<file path="config.mk">
export PLATFORM = sky130hd
export DESIGN_NAME = in_demux
export DESIGN_NICKNAME = d
export VERILOG_FILES = /design/src/rtl/in_demux.sv
export SDC_FILE = /design/constraint.sdc
export NUM_CORES = 1
export LEC_CHECK = 0
export BUFFER_PORTS_ARGS = -buffer_cell sky130_fd_sc_hd__buf_4
export CORE_MARGIN = 1
export CORE_UTILIZATION = 52
export CTS_CLUSTER_SIZE = 20
export DETAILED_ROUTE_END_ITERATION = 16
export PLACE_DENSITY_LB_ADDON = 0.05
export SETUP_SLACK_MARGIN = 0.2
export SKIP_CTS_REPAIR_TIMING = 1
export SLEW_MARGIN = 10
export SYNTH_ARGS = -nofsm -noshare
export SYNTH_HDL_FRONTEND = slang
export SYNTH_SLANG_ARGS = --single-unit
</file>
<file path="constraint.sdc">
create_clock -name clk -period 4.4 [get_ports clk]
set_input_delay 0.44 -clock clk [delete_from_list [all_inputs] [get_ports clk]]
set_output_delay 0.44 -clock clk [all_outputs]
set_load 0.02 [all_outputs]
</file>
<file path="src/rtl/in_demux.sv">
// in_demux: 3-lane serial-to-parallel demultiplexer for sfix11_En3 samples.
//   Every third enb sample completes a frame. Phase 0 goes to lane 3, phase 1 to
//   lane 2, and phase 2 to lane 1. All three lanes update together, widened
//   losslessly to sfix36_En27.
// Latency: 1 clk from the phase-2 sample to Out1..Out3 and frame_valid.
//   Building with IN_DEMUX_INREG_EN adds one more enb sample.
// Backpressure: none. The block consumes one sample per enb and holds all state while enb is low.
// Ports:
//   clk, reset (async, active-high), enb (sample strobe), sync_in (phase-0 marker),
//   In1 (sfix11_En3), Out1..Out3 (sfix36_En27), frame_valid (1-clk pulse per frame).
// Macro IN_DEMUX_INREG_EN: registers In1/sync_in on enb before the phase logic.
module in_demux (
  input  logic               clk,
  input  logic               reset,
  input  logic               enb,
  input  logic               sync_in,
  input  logic signed [10:0] In1,
  output logic signed [35:0] Out1,
  output logic signed [35:0] Out2,
  output logic signed [35:0] Out3,
  output logic               frame_valid
);

  logic signed [10:0] smp;
  logic               syn;

`ifdef IN_DEMUX_INREG_EN
  logic signed [10:0] in_q;
  logic               sync_q;

  always_ff @(posedge clk or posedge reset) begin
    if (reset) begin
      in_q   <= '0;
      sync_q <= 1'b0;
    end else if (enb) begin
      in_q   <= In1;
      sync_q <= sync_in;
    end
  end

  assign smp = in_q;
  assign syn = sync_q;
`else
  assign smp = In1;
  assign syn = sync_in;
`endif

  // Align the En3 binary point to En27 by shifting left 24 places.
  // Sign extension to 36 bits keeps the value exact.
  function automatic logic signed [35:0] widen(input logic signed [10:0] s);
    return {s[10], s, 24'b0};
  endfunction

  logic [1:0]         phase;
  logic signed [10:0] cap0;
  logic signed [10:0] cap1;

  // A sync sample always restarts the frame as phase 0. Any partial frame is
  // dropped. A sync sample arriving at phase 2 therefore never loads the outputs.
  always_ff @(posedge clk or posedge reset) begin
    if (reset) begin
      phase       <= 2'd0;
      cap0        <= '0;
      cap1        <= '0;
      Out1        <= '0;
      Out2        <= '0;
      Out3        <= '0;
      frame_valid <= 1'b0;
    end else begin
      frame_valid <= 1'b0;
      if (enb) begin
        if (syn) begin
          cap0  <= smp;
          phase <= 2'd1;
        end else begin
          case (phase)
            2'd0: begin
              cap0  <= smp;
              phase <= 2'd1;
            end
            2'd1: begin
              cap1  <= smp;
              phase <= 2'd2;
            end
            2'd2: begin
              Out3        <= widen(cap0);
              Out2        <= widen(cap1);
              Out1        <= widen(smp);
              frame_valid <= 1'b1;
              phase       <= 2'd0;
            end
            default: phase <= 2'd0;
          endcase
        end
      end
    end
  end

endmodule

</file>
**Yosys cells after proc, flatten, opt, wreduce, memory -nomap -nowiden**

Index checks and enable logic that the tools add are counted.
W data, S select, Z words.

- ROM bits: 0
- Memories: 0
- Bits in registers: 58
- RAM bits: 0
- Latch bits: 0

- Add/subtract/negate cells: 0
- Equality and inequality tests: 2
- Reduce and logical (&&, ||, !) cells: 5
- Shift operators: 0
- Multiplexer cells: 7
- Magnitude comparators: 0
- Divide/modulo/power cells: 0
- $mul: 0
- Bitwise operators: 1

Operator list:

| cell | count |
|---|---|
| $mux W11 | 2 |
| $reduce_and A3 Y1 | 2 |
| $pmux W2 S2 | 1 |
| $mux W1 | 3 |
| $eq A2 B1 Y1 const B | 1 |
| $eq A2 B2 Y1 const B | 1 |
| $logic_not A2 Y1 | 1 |
| $mux W2 | 1 |
| $reduce_and A2 Y1 | 1 |
| $reduce_bool A2 Y1 | 1 |
| $not A1 Y1 | 1 |

**Depth between registers and ports, before layout**

Gate-level depths: netlist of the first run.

- Depth after elaboration: 4
- Mapped depth: 4

**Worst setup path before layout of the first run**

Ideal clock, no wire load.

- Path type: input to register
- From: in sync_in
- To: reg Out1[24]
- Data arrival time: 1275 ps
- Stages on the path: 4
- Setup slack: 3000 ps
- Library setup time: 125 ps
- Cell sequence: and4bb_1 > buf_6 > buf_12 > mux2_4

- Cells in the longest elaborated chain, start to end: 2

Ends and longest elaborated chain:

| element | RTL line | RTL |
|---|---|---|
| start, declared | 16 | `input logic sync_in,` |
| $not A1 Y1 (no line) | -- |  |
| $reduce_and A3 Y1 (no line) | -- |  |
| end signal, assigned | 88 | `Out1 <= widen(smp);` |
| end, declared | 18 | `output logic signed [35:0] Out1,` |

Every way passes these cells.
A chain may end at the register's enable or synchronous reset.

**Final worst setup path of the first run**

- From: reg phase[0]
- To: reg Out1[31]

- Cells in the longest elaborated chain, start to end: 2

Ends and longest elaborated chain:

| element | RTL line | RTL |
|---|---|---|
| start, declared | 54 | `logic [1:0] phase;` |
| start signal, assigned | 62 | `phase <= 2'd0;` |
| start signal, assigned | 74 | `phase <= 2'd1;` |
| start signal, assigned | 79 | `phase <= 2'd1;` |
| $eq A2 B2 Y1 | 76 | `case (phase)` |
| $reduce_and A3 Y1 (no line) | -- |  |

Every way passes these cells.

==> results of run 1 <==
-- flip-flops by register name (all words and copies together) (netlist names) --
register	cells
Out1	11
cap1	11
phase	2
Out3	11
frame_valid	1
Out2	11
cap0	11
-- cells by family after synthesis --
kind of cell / count (synthesis) / share of synthesized area, %
AND/OR/NAND/NOR: 16 / 2.95
flip-flops: 58 / 48.8
buffers and inverters: 97 / 23.8
AO/OA/AOI/OAI: 14 / 4.00
other: 1 / 0.126
multiplexers: 44 / 20.3
-- worst max path at each step --
stage	from	endpoint	slack [ns]
floorplan	reset	Out1[24]$_DFFE_PP0P_	2.53
detailed placement	enb	Out1[31]$_DFFE_PP0P_	2.21
global route	phase[0]$_DFFE_PP0P_	Out1[30]$_DFFE_PP0P_	2.29
CTS	phase[0]$_DFFE_PP0P_	Out1[31]$_DFFE_PP0P_	2.37
global placement	enb	Out1[31]$_DFFE_PP0P_	2.24
finish	phase[0]$_DFFE_PP0P_	Out1[31]$_DFFE_PP0P_	2.37
-- power by group through the flow --
stage                     sequential, µW  clock, µW  combinational, µW
after floorplan                      967          0                388
after global placement               828          0                740
after detailed placement             828          0                746
after CTS                            822        408                747
after global routing                 843        438                785
final                                820        393                739
-- through the flow --
stage               instances  setup slack, ns
floorplan                 301             2.53
CTS                       356             2.37
detailed placement        342             2.21
finish                    356             2.37
global route              356             2.29
global placement          342             2.24
-- per-layer routing --
layer	GRT usage [%]	vias to the layer above	wire length (µm)
met5	0	-	0
met4	5.09	0	55
met3	6.35	7	274
met2	22.6	91	1970
met1	22.0	761	2060
li1	-	720	-
-- synthesized netlist by cell type, drive strengths merged --
cell,instances
dfrtp,58
or2b,1
buf,81
and2,1
o21ba,1
o32ai,11
clkbuf,3
a21o,1
mux2,44
nand2,11
conb,1
and4bb,2
nor3b,1
inv,13
o21ai,1
-- worst max-delay path, delay by kind of cell (launching register included) --
kind                   cells  cell delay [ns]
buffers and inverters      1             0.44
multiplexers               1             0.38
flip-flops                 1             0.42
AND/OR/NAND/NOR            1             0.67
-- cell type report --
type | count | share of cell area (%)
Multi-Input combinational cell | 146 | 33.7
Tap cell | 72 | 2.79
Sequential cell | 58 | 45.0
Clock buffer | 14 | 4.73
Timing Repair Buffer | 53 | 12.3
Inverter | 13 | 1.51
==> flow_summary.ini, run 1 <==
[power_and_ir_drop]
power.density_mw_per_mm2 = 605
power_frac_seq_pct = 42.0
p_leak_uw = 0.00167
combPwrFrac_pct = 37.9
internal-power_uw = 1310
irDropWorstVdd_uv = 327
pwr-share-clk_pct = 20.2
p_sw_uw = 647
total_power_uw = 1950
p_sw_share_pct = 33.2

[detailed_routing]
firstDrtPassIters = 4
wl_per_cell_um = 12.3
wirelength_um = 4370
dr.first_iter.drc_count = 77
post_drt_via_cell_ratio = 4.44
ant_nets = 0
drc = 0
vias = 1579

[critical_path]
timing_worst_setup_path_type = flip-flop to flip-flop
arrival_ns = 2.24
worstSetupStartpointType = flip-flop
worstPathCellList = and4bb_2, buf_4, mux2_2
cp_slowest_stage_delay_ns = 0.67
worstPathMaxFanout = 20
end_kind = flip-flop
r2r_start = phase[0]$_DFFE_PP0P_
r2r_slack_ns = 2.37
cp_data_required_time_ns = 4.61
r2r-end = Out1[31]$_DFFE_PP0P_
reg2reg_depth = 3
critPathSlowestCell = and4bb_2

[sta]
finalCritPeriodShare_pct = 46.2
hold_ws_ns = 0.309
fin_skew_ns = 0.00425
drv_slew = 0
rsz0062_at_grt = false
finalSetupViolCount = 0
tightest_slew_ns = 0.702
hold_viol = 0
setup-tns-final_ns = 0
fmax_mhz = 492
fin_crit_ns = 2.03
relSlewSlack_pct = 53.0

[synth]
synth_area_leaders = dfrtp_1 49%, buf_4 19%, mux2_4 15%
synth_top_area_share_pct = 48.8
ys_seq_elements = 58
ys_seq_area_share_pct = 48.8
avgSynthCellArea_um2 = 12.9
yosysUniqueCellTypes = 20
syn_inst = 230
syn-cell-area_mm2 = 0.00297
post-synth-top-area-cell = dfrtp_1
synth-warning-count = 0

[final_layout]
final_cell_mix = 72 x conb_1, 58 x dfrtp_1, 53 x buf_4
n_antenna_cell = 0
drive_above_1_share_pct = 39.4
fillers = 480
stdcell_area_mm2 = 0.00323
area.sequential_mm2 = 0.00145
post-route-util_pct = 58.6
multi_input_area_mm2 = 0.00109
fin_nets = 296
syn_to_final_growth_pct = 8.54
final_common_cell = conb_1

[clock_network]
clock-sinks = 58
clock_latency_ns = 0.32
cts_tree = yes
root_buffer = clkbuf_8
cts_buffers = 9
clkTransAtPathRegs_ns = 0.06
h-tree-depth = 3
clockBufferDepth = 2

[placement]
port_buffers = 51
gp_congestion = 0.723
dpl-instance-area_mm2 = 0.00307
hpwl_um = 2980

[worst_hold_path]
hp-class = primary input to asynchronous set/reset pin

[outcome]
status = finished clean

[grt]
grt_start_max_net_pins = 59
grtUsageTotal_pct = 15.9
grt_pass1_vias = 1369
antenna_found_initial = 0
grt_pass1_wl_um = 7090
grt-ovfl-total = 0

[floorplanning]
die_w_um = 77.6
core_mm2 = 0.00551
ios = 124
dieArea_mm2 = 0.00602
start_util_pct = 54.0
dieHeight_um = 77.6
rows = 27

[flow_run]
cap_violations = 0
(Power assumes the default switching activity.)
==> run 2: changes to the inputs <==
--- a/config.mk
+++ b/config.mk
@@ -5,9 +5,10 @@
 export SDC_FILE = /design/constraint.sdc
 export NUM_CORES = 1
 export LEC_CHECK = 0
+export ABC_AREA = 1
 export BUFFER_PORTS_ARGS = -buffer_cell sky130_fd_sc_hd__buf_4
 export CORE_MARGIN = 1
-export CORE_UTILIZATION = 52
+export CORE_UTILIZATION = 47
 export CTS_CLUSTER_SIZE = 20
 export DETAILED_ROUTE_END_ITERATION = 16
 export PLACE_DENSITY_LB_ADDON = 0.05
==> constraint.sdc (replaced) <==
create_clock -name clk -period 2.11 [get_ports clk]
set_input_delay 0.211 -clock clk [delete_from_list [all_inputs] [get_ports clk]]
set_output_delay 0.211 -clock clk [all_outputs]
set_load 0.02 [all_outputs]
==> run 2 against run 1 <==
  * The run now ends with hold timing left
  * Sequential share of layout area up 1.5 points
  * Register-to-register slack lost 1.5 ns
  * First-iteration DRC count rose by 32%
  * Final cell count up 24%
  * Synthesized cell count is 37% higher
  * Combinational power rose by 68%
  * Core utilization shrank 2.9 points
  * Via count grew 20%
  * Non-clock buffer count is 1 higher
  * Synthesized area shrank 6.4%
  * Clock power grew to 2.6 times the previous value
  * Critical endpoint unchanged
==> flow_summary.ini, run 2 <==
[outcome]
status = finished, violations left
violations = hold timing

[detailed_routing]
wirelength_um = 4920
firstDrtPassIters = 4
dr.first_iter.drc_count = 102
vias = 1889
post_drt_via_cell_ratio = 4.26
drc = 0
wl_per_cell_um = 11.1
ant_nets = 0

[floorplanning]
core_mm2 = 0.00561
rows = 27
die_w_um = 78.9
dieHeight_um = 78.9
start_util_pct = 49.6
ios = 124
dieArea_mm2 = 0.00623

[clock_network]
h-tree-depth = 3
clockBufferDepth = 2
cts_tree = yes
clock_latency_ns = 0.32
cts_buffers = 9
clock-sinks = 58
root_buffer = clkbuf_8
clkTransAtPathRegs_ns = 0.06

[sta]
relSlewSlack_pct = 59.2
fmax_mhz = 792
finalCritPeriodShare_pct = 59.8
hold_ws_ns = -0.0323
hold_viol = 27
setup-tns-final_ns = 0
fin_crit_ns = 1.26
finalSetupViolCount = 0
drv_slew = 0
rsz0062_at_grt = false
tightest_slew_ns = 0.611
fin_skew_ns = 0.00499

[synth]
synthSimpleGateAreaFrac_pct = 18.1
async_flop_share_pct = 100
ys_seq_area_share_pct = 52.2
synthTopCellsByCount = 113 x nand2_1, 75 x buf_4, 58 x dfrtp_1
post-synth-top-area-cell = dfrtp_1
ys_seq_elements = 58
synth_top_family_by_area = buffers and inverters
yosysUniqueCellTypes = 15
syn_inst = 316
post-synth-top-count-cell = nand2_1
avgSynthCellArea_um2 = 8.80
synth_fa_ha_area_share_pct = 0
synth_top_area_share_pct = 52.2
synth-warning-count = 0
syn-cell-area_mm2 = 0.00278
synth_xor_xnor_area_share_pct = 0
synth_area_leaders = dfrtp_1 52%, buf_4 20%, nand2_1 15%
synth_compound_area_share_pct = 4.50
ys.flop_type = dfrtp_1
synth.mux.area_fraction_pct = 0
synth-edff-count = 0

[power_and_ir_drop]
p_leak_uw = 0.00184
power.density_mw_per_mm2 = 1240
irDropWorstVdd_uv = 569

[final_layout]
multi_input_area_um2 = 900
syn_to_final_growth_pct = 12.3
drive_above_1_share_pct = 19.4
n_antenna_cell = 0
fillers = 537
final_cell_mix = 113 x nand2_1, 72 x conb_1, 58 x dfrtp_1
final_cells = 443
final_common_cell = nand2_1
fin_nets = 381
area.sequential_mm2 = 0.00145

[placement]
dp.cells = 427
port_buffers = 51
hpwl_um = 3370
gp_congestion = 0.720

[critical_path]
worstPathMaxFanout = 42
arrival_ns = 1.51
worstSetupStartpointType = flip-flop
r2r_start = phase[1]$_DFFE_PP0P_
end_kind = flip-flop
r2r_slack_ns = 0.85
cp_data_required_time_ns = 2.35
reg2reg_depth = 6
r2r-end = Out1[31]$_DFFE_PP0P_
timing_worst_setup_path_type = flip-flop to flip-flop

[flow_run]
cap_violations = 0

[grt]
grt-ovfl-total = 0
grt_pass1_wl_um = 7960
grt_start_max_net_pins = 43
antenna_found_initial = 0
grtUsageTotal_pct = 17.0
grt_pass1_vias = 1654

[worst_hold_path]
hp-class = primary input to asynchronous set/reset pin
## run 2: area by class of cell
cell class / count / area share (%)
Clock buffer: 14 / 5.21
Clock inverter: 2 / 1.12
Inverter: 18 / 2.16
Multi-Input combinational cell: 225 / 28.8
Sequential cell: 58 / 46.5
Tap cell: 72 / 2.88
Timing Repair Buffer: 54 / 13.4
## run 2: cell families after synthesis
family / Yosys count
compound gates: 25
flops: 58
simple gates: 128
buf+inv: 104
other cells: 1
## run 2: worst max-delay path, cell delays in order (launching register included)
cell and delay [ns]:
dfrtp_1 0.41, nand2_1 0.09, inv_2 0.04, nand2_4 0.06, buf_4 0.36, nand2_1 0.10, o21ai_1 0.10
## run 2: metal layers
metal / part of all wire (%) / global-route usage (%)
met5: 0 / 0
met4: 1.6 / 7.09
met3: 5.2 / 3.79
met2: 47 / 26.6
met1: 46 / 22.8
## run 2: report_power, final
part	switching, µW	internal (µW)
logic	751	485
registers	196	1440
clock network	400	610
## run 2: worst max-delay path by stage
| stage | from | to | slack [ns] | depth (start not counted) |
|---|---|---|---|---|
| 4_1_cts | phase[0]$_DFFE_PP0P_ | Out3[28]$_DFFE_PP0P_ | 0.83 | 5 |
| 2_1_floorplan | reset | Out1[24]$_DFFE_PP0P_ | 0.47 | 1 |
| 6_report | phase[1]$_DFFE_PP0P_ | Out1[31]$_DFFE_PP0P_ | 0.85 | 6 |
| 3_5_place_dp | phase[0]$_DFFE_PP0P_ | Out3[28]$_DFFE_PP0P_ | 0.85 | 5 |
| 3_3_place_gp | phase[0]$_DFFE_PP0P_ | Out3[28]$_DFFE_PP0P_ | 0.86 | 5 |
| 5_1_grt | phase[0]$_DFFE_PP0P_ | Out3[26]$_DFFE_PP0P_ | 0.73 | 5 |
## run 2: per-stage QoR
step	power, µW	hold slack (ns)	setup slack [ns]	util [%]	cell area, µm²
final	3880	-0.0323	0.848	55.7	3120
after global routing	4120	0.0186	0.732	55.7	3120
after CTS	3920	-0.0187	0.834	55.7	3120
after detailed placement	2900	0.325	0.848	52.2	2930
after global placement	2880	0.326	0.856	52.2	2930
after floorplan	2500	0.318	0.471	-	3050
